==> config.mk <==
export PLATFORM = sky130hd
export DESIGN_NAME = fft_frame_loader
export DESIGN_NICKNAME = d
export VERILOG_FILES = /design/src/rtl/fft_frame_loader.sv
export SDC_FILE = /design/constraint.sdc
export NUM_CORES = 1
export LEC_CHECK = 0
export BUFFER_PORTS_ARGS = -buffer_cell sky130_fd_sc_hd__buf_2
export CORE_AREA = 2 2 101 103
export CTS_CLUSTER_DIAMETER = 50
export DETAILED_ROUTE_END_ITERATION = 12
export DIE_AREA = 0 0 103 105
export GPL_TIMING_DRIVEN = 0
export MAX_ROUTING_LAYER = met4
export PLACE_DENSITY = 0.81
export SLEW_MARGIN = 5
export SYNTH_ARGS = -nofsm -noshare
export SYNTH_HDL_FRONTEND = slang
export SYNTH_SLANG_ARGS = --single-unit
==> constraint.sdc <==
create_clock -name CLK -period 1.9 [get_ports CLK]
set_input_delay 0.095 -clock CLK [delete_from_list [all_inputs] [get_ports CLK]]
set_output_delay 0.095 -clock CLK [all_outputs]
set_load 0.1 [all_outputs]
==> src/rtl/fft_frame_loader.sv <==
// -----------------------------------------------------------------------------
// fft_frame_loader
//
// Upstream loader for the iterative FFT core. Accepts complex samples over a
// valid/ready handshake, pairs each even-index sample with the following
// odd-index sample and issues one dual-port RAM write (ports A and B) per
// pair. After the last pair of a 2^AWL-point frame it pulses o_START, then
// holds off new input until the core has claimed (i_RAM_BLOCK high) and
// released (i_RAM_BLOCK low) its RAM.
//
// Build option:
//   FFT_LOADER_BITREV_EN  defined   -> A/B addresses are bit-reversed k-1 / k
//                         undefined -> natural order k-1 / k
//
// Parameters:
//   IWL  sample width (re in upper half, im in lower half, passed through)
//   AWL  address width, frame length N = 2^AWL (AWL >= 2)
//
// Ports:
//   CLK, RST_N        clock, asynchronous active-low reset
//   i_EN              global enable; low freezes everything, o_READY = 0
//   i_VALID, i_DATA   input sample stream
//   o_READY           sample accepted this cycle when i_VALID is also high
//   o_A_DATA/o_B_DATA even/odd sample of the pair
//   o_A_ADDR/o_B_ADDR RAM addresses for ports A/B
//   o_RAM_Wr          one-cycle write strobe for both ports
//   o_START           one-cycle FFT start pulse
//   i_RAM_BLOCK       FFT core owns the RAM
//   o_BUSY            frame loaded, waiting for the FFT to finish
// -----------------------------------------------------------------------------
module fft_frame_loader #(
    parameter int IWL = 32,
    parameter int AWL = 11
) (
    input  logic           CLK,
    input  logic           RST_N,
    input  logic           i_EN,
    input  logic           i_VALID,
    input  logic [IWL-1:0] i_DATA,
    output logic           o_READY,
    output logic [IWL-1:0] o_A_DATA,
    output logic [IWL-1:0] o_B_DATA,
    output logic [AWL-1:0] o_A_ADDR,
    output logic [AWL-1:0] o_B_ADDR,
    output logic           o_RAM_Wr,
    output logic           o_START,
    input  logic           i_RAM_BLOCK,
    output logic           o_BUSY
);

    typedef enum logic [1:0] {
        S_FILL  = 2'd0,
        S_START = 2'd1,
        S_ACK   = 2'd2,
        S_WAIT  = 2'd3
    } state_t;

    state_t         r_state;
    state_t         w_state_nxt;

    logic           r_live;
    logic [AWL-1:0] r_k;
    logic [IWL-1:0] r_hold;
    logic [IWL-1:0] r_a_data;
    logic [IWL-1:0] r_b_data;
    logic [AWL-1:0] r_a_addr;
    logic [AWL-1:0] r_b_addr;
    logic           r_wr;
    logic           r_start;
    logic           r_busy;

    logic           w_ready;
    logic           w_accept;
    logic           w_start_set;
    logic           w_last;
    logic [AWL-1:0] w_k_even;
    logic [AWL-1:0] w_addr_a;
    logic [AWL-1:0] w_addr_b;

    assign w_last   = (r_k == '1);
    assign w_k_even = {r_k[AWL-1:1], 1'b0};

    // ------------------------------------------------------------------
    // Address generation
    // ------------------------------------------------------------------
`ifdef FFT_LOADER_BITREV_EN
    always_comb begin
        w_addr_a = '0;
        w_addr_b = '0;
        for (int unsigned i = 0; i < AWL; i++) begin
            w_addr_a[i] = w_k_even[AWL-1-i];
            w_addr_b[i] = r_k[AWL-1-i];
        end
    end
`else
    assign w_addr_a = w_k_even;
    assign w_addr_b = r_k;
`endif

    // ------------------------------------------------------------------
    // Out-of-reset flag: keeps o_READY low while reset is asserted even
    // though the state decodes as FILL. Not gated by i_EN so the loader is
    // ready on the very first enabled cycle after reset release.
    // ------------------------------------------------------------------
    always_ff @(posedge CLK or negedge RST_N) begin
        if (!RST_N) begin
            r_live <= 1'b0;
        end else begin
            r_live <= 1'b1;
        end
    end

    // ------------------------------------------------------------------
    // FSM: state register
    // ------------------------------------------------------------------
    always_ff @(posedge CLK or negedge RST_N) begin
        if (!RST_N) begin
            r_state <= S_FILL;
        end else if (i_EN) begin
            r_state <= w_state_nxt;
        end
    end

    // ------------------------------------------------------------------
    // FSM: next state and decoded controls
    // ------------------------------------------------------------------
    always_comb begin
        w_state_nxt = r_state;
        w_ready     = 1'b0;
        w_accept    = 1'b0;
        w_start_set = 1'b0;
        case (r_state)
            S_FILL: begin
                w_ready  = r_live & i_EN & ~i_RAM_BLOCK;
                w_accept = i_VALID & w_ready;
                if (w_accept && w_last) begin
                    w_state_nxt = S_START;
                end
            end
            S_START: begin
                w_start_set = 1'b1;
                w_state_nxt = S_ACK;
            end
            S_ACK: begin
                if (i_RAM_BLOCK) begin
                    w_state_nxt = S_WAIT;
                end
            end
            S_WAIT: begin
                if (!i_RAM_BLOCK) begin
                    w_state_nxt = S_FILL;
                end
            end
            default: begin
                w_state_nxt = S_FILL;
            end
        endcase
    end

    // ------------------------------------------------------------------
    // Datapath: sample counter, hold register, write pair, strobes
    // ------------------------------------------------------------------
    always_ff @(posedge CLK or negedge RST_N) begin
        if (!RST_N) begin
            r_k      <= '0;
            r_hold   <= '0;
            r_a_data <= '0;
            r_b_data <= '0;
            r_a_addr <= '0;
            r_b_addr <= '0;
            r_wr     <= 1'b0;
            r_start  <= 1'b0;
            r_busy   <= 1'b0;
        end else if (i_EN) begin
            if (w_accept) begin
                r_k <= r_k + 1'b1;
                if (!r_k[0]) begin
                    r_hold <= i_DATA;
                end else begin
                    r_a_data <= r_hold;
                    r_b_data <= i_DATA;
                    r_a_addr <= w_addr_a;
                    r_b_addr <= w_addr_b;
                end
            end
            r_wr    <= w_accept & r_k[0];
            r_start <= w_start_set;
            r_busy  <= (w_state_nxt != S_FILL);
        end
    end

    // Strobes stay set in their registers while disabled (registers hold),
    // so masking with i_EN delays them to the first enabled cycle rather
    // than dropping them.
    assign o_READY  = w_ready;
    assign o_RAM_Wr = r_wr & i_EN;
    assign o_START  = r_start & i_EN;
    assign o_A_DATA = r_a_data;
    assign o_B_DATA = r_b_data;
    assign o_A_ADDR = r_a_addr;
    assign o_B_ADDR = r_b_addr;
    assign o_BUSY   = r_busy;

endmodule
==> results of run 1 <==
## what timing repair did
item	CTS	global route
gates cloned	0	4
resized for setup	13	19
hold buffers	37	0
setup endpoints to repair	99	97
pin swaps	2	2
hold endpoints to repair	129	0
buffers inserted	3	7
## logic make-up (layout without fill, tap and decap cells)
kind of cell	Yosys count	after routing	synth area share
DFF	124	124	0.622
and+or+nand+nor	35	35	0.0474
other	2	2	0.00151
xor gates and xnor gates	10	10	0.0176
muxes	107	107	0.264
adders and majority gates	1	1	0.00251
AOI/OAI and AO/OA	8	8	0.00878
buffers and inverters	28	237	0.0359
## worst max-delay path, cell delays in order, from the launching register on
cell,delay (ps)
dfrtp_2,440
nor4b_4,400
nand4_1,180
buf_4,190
buf_6,150
clkbuf_16,170
mux2_4,300
## layout by cell type, fill, tap and decap left out, types with 2 or more instances in the layout
cell	n
buf_2	124
dfrtp_1	122
mux2_2	67
dlygate4sd3_1	37
mux2_4	32
buf_4	24
clkbuf_16	19
mux2_1	8
nand4_1	6
buf_12	5
nand3_1	5
xor2_1	5
xnor2_1	5
clkinv_2	5
clkbuf_1	4
nor4_1	4
inv_1	4
o21ai_0	4
and2_1	3
buf_6	3
nor2b_1	3
a31oi_1	3
clkinvlp_4	3
bufinv_16	3
clkbuf_2	2
or3_1	2
nand3b_1	2
nand2_1	2
conb_1	2
clkbuf_8	2
dfrtp_2	2
## path summary, 6_finish.rpt
check	endpoint	slack [ps]	depth (start not counted)
max reg2reg	o_A_DATA[5]	-50	6
max in group asynchronous	r_k[5]	1070	3
min in group CLK	r_hold[5]	360	3
min reg2reg	o_A_DATA[24]	480	1
min	o_A_DATA[29]	130	2
max	o_A_DATA[5]	-50	6
## state kept, by name, summed over array words and instances (netlist names)
signal    count
o_A_DATA     32
r_live        1
r_k          11
o_B_ADDR     11
r_state       2
o_BUSY        1
r_start       1
r_hold       32
o_B_DATA     32
r_wr          1
## routing by layer
metal	wire, um	global-route usage	up-vias
met5	0	-	-
met4	91	0.0564	0
met3	563	0.0749	10
met2	5800	0.338	97
met1	4650	0.245	1669
li1	-	-	1496
## per-stage QoR
step                instances  hold slack (ps)  worst slack, ps  area, um2
finish                    657              126            -46.8       7010
global route              657              169             -104       7010
CTS                       646              123            -20.6       6820
detailed placement        574              111             -228       5810
global placement          573              332             -741       5780
floorplan                 315             -201              113       4990
## layout make-up
cell class	count	area (um2)	area share
Sequential cell	124	3110	0.443
Multi-Input combinational cell	163	1720	0.245
Timing Repair Buffer	177	1200	0.172
Clock buffer	20	435	0.0621
Buffer	24	223	0.0318
Tap cell	133	166	0.0237
Clock inverter	12	146	0.0209
Inverter	4	15.0	0.00214
==> metrics.md, run 1 <==
| Metric | Value |
|---|---|
| Run status | finished, violations left |
| Failing checks | setup timing |
| Slew Viols, Final | 0 |
| Post-Syn Instances | about 320 |
| Top cell type's share of synthesized area | 0.622 |
| Ys async rst share | 1.00 |
| Worst Skew | 8.53 ps |
| Number of synthesized flops with an enable pin | 0 |
| Routed vias | approximately 3,300 |
| Largest cells by area after synthesis | dfrtp_1 (62%), mux2_2 (15%), mux2_4 (9.0%) |
| Vias in the first global route | 3,424 |
| CTS Buf Count | 17 |
| Routability congestion estimate | just under 0.8 |
| Fin crit share | 1.02 |
| Area grow syn2layout | 40.5% |
| Clock-pin slew on the worst setup and hold paths | around 60 ps |
| Core Util, Final | 0.727 |
| #FFs+latches synth | 124 |
| Die footprint | around 11,000 um2 |
| Clock Tree Buf Depth | 2 |
| Syn avg cell area | 15.8 um2 |
| Layout filler cell count | 657 |
| CTS tree | built |
| Netlist cell types | 32 |
| Startpoint types | flip-flop |
| Critical path origin | r_state[1] |
| Max-slew headroom | 0.620 |
| Crit path DAT | 2340 ps |
| Number of remaining DRC errors | 0 |
| I/O Buffers | 125 |
| Number of top-level pins | 127 |
| Ant diodes | 0 |
| Mapped cell area | 4990 um2 |
| Req. time, crit path | 2290 ps |
| Clock sink count | 124 |
| Detailed Place HPWL | 6.74 mm |
| Final worst setup slack | -46.8 ps |
| Clock Latency Late Sink | 510 ps |
| Endpoints failing setup | 44 |
| Via density | between 4 and 5 |
| Wire length per cell | 16.9 um |
| Initial DRC count | 60 |
| Setup TNS after final layout | -977 ps |
| DR pass1 iterations | 4 |
| Ys flop type | dfrtp_1 |
| Share of cells above drive strength 1 | 0.565 |
| Count leader, synth | dfrtp_1 |
| Nets | about 550 |
| WL final | 11.1 mm |
| Crit Path Category | reg -> reg |
| Final hold vios | 0 |
| Num rows | 36 |
| First-pass GRT wire length | approximately 17 mm |
| Die height | 105 um |
| Post-route ant nets | 0 |
| Clk root buf | clkbuf_8 |
| Slew @ Worst Pin | 569 ps |
| Max-Cap Viols | 0 |
| Initial Utilization | 0.517 |
| Synth cell count leaders | dfrtp_1 (124), mux2_2 (67), mux2_4 (30) |
| Crit path time final | just under 2000 ps |
| Total track usage | 0.208 |
| Largest net degree at the start of global routing | between 60 and 70 |
| Total global routing overflow | 0 |
| CP Capture Type | flip-flop |
| Core Footprint | 9640 um2 |
| Reg-to-reg startpoint | r_state[1] |
| Antenna violations before repair | 0 |
| CP Max Fanout | 5 |
| H-tree Lvls | 4 |
| Syn nets | 353 |
| Unrepaired setup endpoints after global routing | yes |
| Die width | 103 um |
| HP Class | in -> async |
| Number of synthesis warnings | 0 |
| Max Clock Freq | between 0.5 and 0.6 GHz |
| Largest area contributor in the netlist | dfrtp_1 |
| Sequential share of the synthesized area | 0.622 |
Power of run 1 is left out: the tool's default activity adds up to more than one toggle a clock period on the data nets, which glitch-free logic cannot reach.
==> run 2: changes to the inputs <==
==> constraint.sdc (replaced) <==
create_clock -name CLK -period 1.9 [get_ports CLK]
set_input_delay 0.19 -clock CLK [delete_from_list [all_inputs] [get_ports CLK]]
set_output_delay 0.19 -clock CLK [all_outputs]
set_load 0.1 [all_outputs]
==> run 2 against run 1 <==
  * The run still ends with setup timing left
  * Non-clock buffer count decreased by 5
  * Clock skew grew 1.3 ps
  * Register-to-register slack better by 90 ps
  * Critical path depth fell by 3
  * Sequential share of layout area increased by 0.15 points
  * Die area is the same
  * Critical path type is now reg -> out
==> metrics.md, run 2 (same netlist as run 1, synthesis figures left out) <==
| Metric | Value |
|---|---|
| Req. time, crit path | 1710 ps (-580 ps) |
| Clock Tree Buf Depth | 2 (unchanged) |
| FF-to-FF setup slack | 40 ps (+90 ps) |
| Area grow syn2layout | 40.1% |
| First-pass GRT wire length | 16.5 mm (-0.58%) |
| Max-Cap Viols | 0 (unchanged) |
| Number of remaining DRC errors | 0 (unchanged) |
| Wire length per cell | 16.7 um (-1.3%) |
| Worst Skew | 9.84 ps (+1.31 ps) |
| Crit path DAT | 1720 ps (-620 ps) |
| HP Class | in -> reg |
| WL final | 10.9 mm (-2.0%) |
| Register area | 3110 um2 (unchanged) |
| Failing checks | setup timing |
| H-tree Lvls | 4 (unchanged) |
| Detailed Place HPWL | 6.74 mm (unchanged) |
| Crit path time final | 1910 ps (-35.1 ps) |
| Final hold vios | 0 (unchanged) |
| Core Util, Final | 0.725 (-0.00247) |
| Die height | 105 um (unchanged) |
| Most common cell after layout, fill and taps aside | buf_2 |
| Final worst setup slack | -11.7 ps (+35.1 ps) |
| Routed vias | 3,251 (-0.64%) |
| Slew Viols, Final | 0 (unchanged) |
| Cell count after placement | 574 (unchanged) |
| CTS Buf Count | 17 (unchanged) |
| Die width | 103 um (unchanged) |
| Clock-pin slew on the worst setup and hold paths | 60 ps (about the same) |
| Initial Utilization | 0.517 (unchanged) |
| Slew @ Worst Pin | 569 ps (+0.141 ps) |
| Max Clock Freq | 0.523 GHz (+1.8%) |
| Number of top-level pins | 127 (unchanged) |
| Vias in the first global route | 3,396 (-0.82%) |
| Worst hold path cell count | 4 |
| Total track usage | 0.208 (-0.000863) |
| Share of cells above drive strength 1 | 0.578 (+0.0131) |
| Hold EP | r_state[0] |
| Post-Layout Cell Count | 652 (-0.76%) |
| Clock sink count | 124 (unchanged) |
| Via density | 4.99 (+0.12%) |
| Initial DRC count | 59 (-1.7%) |
| DR pass1 iterations | 4 (unchanged) |
| Worst r2r path cells | 5 (-1) |
| Endpoints failing setup | 1 (-98%) |
| Unrepaired setup endpoints after global routing | yes |
| Antenna violations before repair | 0 (unchanged) |
| Num rows | 36 (unchanged) |
| Largest net degree at the start of global routing | 65 (unchanged) |
| Reg-to-reg startpoint | r_state[1] |
| Total global routing overflow | 0 (unchanged) |
| R2R Path End | o_B_DATA[26] |
| CP Max Fanout | 5 (unchanged) |
| I/O Buffers | 125 (unchanged) |
| Hold path startpoint | i_EN |
| Crit Path Category | reg -> out |
| Layout filler cell count | 663 (+0.91%) |
| Fin crit share | 1.01 (-0.0185) |
| Area of the multi-input gates | 1740 um2 (+1.5%) |
| Die footprint | 10,800 um2 (unchanged) |
| Ant diodes | 0 (unchanged) |
| Core Footprint | 9640 um2 (unchanged) |
| Clock Latency Late Sink | 510 ps (about the same) |
| Clk root buf | clkbuf_8 |
| CTS tree | built |
| Nets | 544 (-0.91%) |
| Startpoint types | flip-flop |
| Post-route ant nets | 0 (unchanged) |
| Max-slew headroom | 0.620 (about the same) |
| Commonest cells after routing, fill and taps aside | buf_2 (126), dfrtp_1 (122), mux2_2 (67) |
| CP Capture Type | primary output |
| Run status | finished, violations left |
| Routability congestion estimate | 0.786 (unchanged) |
run 2: what timing repair did:
item                                   CTS  global route
cloned                                   0             1
hold buffers                            35             0
endpoints found under the hold margin  126             0
pin swaps                                2             1
resized for setup                       16            29
setup buffers                            6             4
setup endpoints to repair               99           105
run 2: critical path, cell delays in order, from the launching register on:
cell and delay [ps]:
dfrtp_2 430, nor4b_4 380, and2_4 220, buf_12 170
run 2: worst max path at each step:
stage | from | cells past startpoint | to | slack [ps]
floorplan | r_state[1] | 2 | o_READY | 100
global placement | RST_N | 1 | o_B_ADDR[10] | -840
detailed placement | r_state[1] | 4 | r_hold[15] | -230
CTS | r_state[1] | 3 | o_READY | -70
global route | r_state[1] | 3 | o_READY | -80
finish | r_state[1] | 3 | o_READY | -10
run 2: per-layer routing:
| layer | up-vias | part of all wire | wire, um | GRT usage |
|---|---|---|---|---|
| met3 | 11 | 0.048 | 517 | 0.0749 |
| met4 | 0 | 0.010 | 111 | 0.0564 |
| met2 | 96 | 0.52 | 5600 | 0.333 |
| met1 | 1654 | 0.43 | 4650 | 0.248 |
| li1 | 1490 | - | - | - |
| met5 | - | 0 | 0 | - |
run 2: stage by stage:
stage	cell area, um2	setup slack, ps	TNS [ps]	hold slack [ps]
2_1_floorplan	4990	99.5	0	-106
3_3_place_gp	5780	-836	-112420	427
3_5_place_dp	5810	-228	-11160	206
4_1_cts	6830	-68.8	-68.8	29.6
5_1_grt	6990	-75.4	-1850	48.8
6_report	6990	-11.7	-11.7	74.3
run 2: layout make-up:
class | count | share of cell area
clock buffer | 20 | 0.0623
multi-input combinational | 163 | 0.249
tap | 133 | 0.0238
sequential | 124 | 0.445
buffer | 24 | 0.0342
timing repair buffer | 172 | 0.163
clock inverter | 12 | 0.0210
inverter | 4 | 0.00215
Power of run 2 is left out for the same reason.
==> run 3: changes to the inputs <==
==> constraint.sdc (replaced) <==
create_clock -name CLK -period 2.15 [get_ports CLK]
set_input_delay 0.1075 -clock CLK [delete_from_list [all_inputs] [get_ports CLK]]
set_output_delay 0.1075 -clock CLK [all_outputs]
set_load 0.1 [all_outputs]
==> run 3 against run 2 <==
  * The run now ends clean
  * Via count decreased by 0.71%
  * Highest routed layer unchanged
  * First-iteration DRC count decreased by 8.5%
  * Global-route usage about the same
  * Flip-flop and latch count did not move
  * Largest cell class unchanged
  * Die area stayed put
  * Register-to-register slack gained 20 ps
  * Utilization decreased by 1.7 points
  * Sequential share of layout area up 1.0 points
  * Wire length down 4.5%
  * Clock skew is 1.2 ps lower
  * Worst hold slack improved by 56 ps
  * Critical path depth grew 2
==> metrics.md, run 3 (same netlist as run 1, synthesis figures left out) <==
| Metric | Value |
|---|---|
| Run status | complete, no violations |
| Core Footprint | 9640 um2 (unchanged) |
| Endpoints failing setup | 0 (-1) |
| Largest net degree at the start of global routing | 65 (unchanged) |
| CP Max Fanout | 8 (+3) |
| DR pass1 iterations | 4 (unchanged) |
| Post-route ant nets | 0 (unchanged) |
| H-tree Lvls | 4 (unchanged) |
| Number of remaining DRC errors | 0 (unchanged) |
| Antenna violations before repair | 0 (unchanged) |
| Number of top-level pins | 127 (unchanged) |
| Worst Skew | 8.61 ps (-1.23 ps) |
| Initial DRC count | 54 (-8.5%) |
| Clock-pin slew on the worst setup and hold paths | 60 ps (about the same) |
| CTS tree | built |
| Post-Layout Cell Count | 649 (-0.46%) |
| Initial Utilization | 0.517 (unchanged) |
| Cell count after placement | 574 (unchanged) |
| Total track usage | 0.208 (+0.000431) |
| Routed vias | 3,228 (-0.71%) |
| Routability congestion estimate | 0.786 (unchanged) |
| Die height | 105 um (unchanged) |
| Clk root buf | clkbuf_8 |
| Crit Path Category | reg -> reg |
| Num rows | 36 (unchanged) |
| Max-Cap Viols | 0 (unchanged) |
| Vias in the first global route | 3,384 (-0.35%) |
| Final hold vios | 0 (unchanged) |
| WL final | 10.4 mm (-4.5%) |
| Clock Tree Buf Depth | 2 (unchanged) |
| Slew Viols, Final | 0 (unchanged) |
| Startpoint types | flip-flop |
| Max Clock Freq | ~0.48 GHz |
| Max-slew headroom | 0.538 (-0.0820) |
| Ant diodes | 0 (unchanged) |
| Die width | 103 um (unchanged) |
| Nets | 541 (-0.55%) |
| Met1 Usage GRT | 0.247 (-0.000447) |
| Detailed Place HPWL | 6.74 mm (unchanged) |
| Met3 Resource Use GR | 0.0749 (unchanged) |
| GRT met2 Usage | 0.334 (+0.00186) |
| Layout filler cell count | 671 (+1.2%) |
| Wire length per cell | 16.0 um (-4.0%) |
| Cell area after placement | 5810 um2 (unchanged) |
| Post-Layout Inst Area | 6820 um2 (-2.4%) |
| Area grow syn2layout | 36.8% |
| CP Capture Type | flip-flop |
| Req. time, crit path | 2550 ps (+840 ps) |
| Fin crit share | 0.972 |
| Unrepaired setup endpoints after global routing | yes |
| Global route hottest layer | met2 |
| HP Class | in -> async |
| Share of cells above drive strength 1 | 0.541 (-0.0373) |
| Clock sink count | 124 (unchanged) |
| Crit path time final | 2090 ps |
| Crit path DAT | 2490 ps (+770 ps) |
| CTS Buf Count | 17 (unchanged) |
| Commonest cells after routing, fill and taps aside | buf_2 (124), dfrtp_1 (124), mux2_2 (67) |
| I/O Buffers | 125 (unchanged) |
| Die footprint | 10,800 um2 (unchanged) |
| Via density | 4.97 (-0.25%) |
| Clock Latency Late Sink | 520 ps (about the same) |
| Total global routing overflow | 0 (unchanged) |
| Slew @ Worst Pin | 692 ps (+123 ps) |
| First-pass GRT wire length | 16.5 mm (+0.13%) |
==> run 3: path summary, 6_finish.rpt <==
kind | depth (start not counted) | endpoint | slack (ps) | from
max | 5 | r_state[0] | 60 | r_state[0]
min | 2 | o_A_DATA[29] | 130 | RST_N
max reg2reg | 5 | r_state[0] | 60 | r_state[0]
min reg2reg | 1 | o_A_DATA[24] | 480 | r_hold[24]
max in group asynchronous | 3 | r_k[5] | 1330 | RST_N
min in group CLK | 3 | r_hold[5] | 360 | i_DATA[5]
==> run 3: repair_timing <==
action                                 CTS  global route
resized for setup                        2             5
hold buffers                            38             0
endpoints found under the hold margin  130             0
buffers inserted                         0             5
pin swaps                                0             4
setup endpoints to repair               11            81
==> run 3: final cells by class <==
cell class / count / area, um2 / share of cell area
plain buffers: 24 / 169 / 0.0248
well taps: 133 / 166 / 0.0244
multi-input cells: 163 / 1710 / 0.250
flip-flops and latches: 124 / 3100 / 0.455
clock inverters: 12 / 146 / 0.0215
clock buffers: 20 / 435 / 0.0638
inverters: 4 / 15.0 / 0.00220
repair buffers: 169 / 1080 / 0.158
==> run 3: worst max-delay path, stage by stage (launching register included) <==
cell	delay, ps
dfrtp_1	470
nor2b_1	170
a31oi_1	140
dlygate4sd3_1	560
o21ai_0	70
dlygate4sd3_1	560
==> run 3: routing by layer <==
| layer | share of wire | wire, um | up-vias |
|---|---|---|---|
| met5 | 0 | 0 | - |
| met3 | 0.049 | 512 | 9 |
| met4 | 0.0073 | 76 | 0 |
| met2 | 0.52 | 5360 | 94 |
| li1 | - | - | 1483 |
| met1 | 0.43 | 4440 | 1642 |
==> run 3: through the flow <==
step	hold WS [ps]	setup TNS [ps]	worst slack [ps]	utilization
floorplan	-188	0	363	-
global placement	344	-61630	-504	0.600
detailed placement	123	0	22.4	0.603
CTS	135	0	12.1	0.703
global route	180	-44.7	-44.7	0.708
finish	131	0	59.7	0.708
Power of run 3 is left out for the same reason.
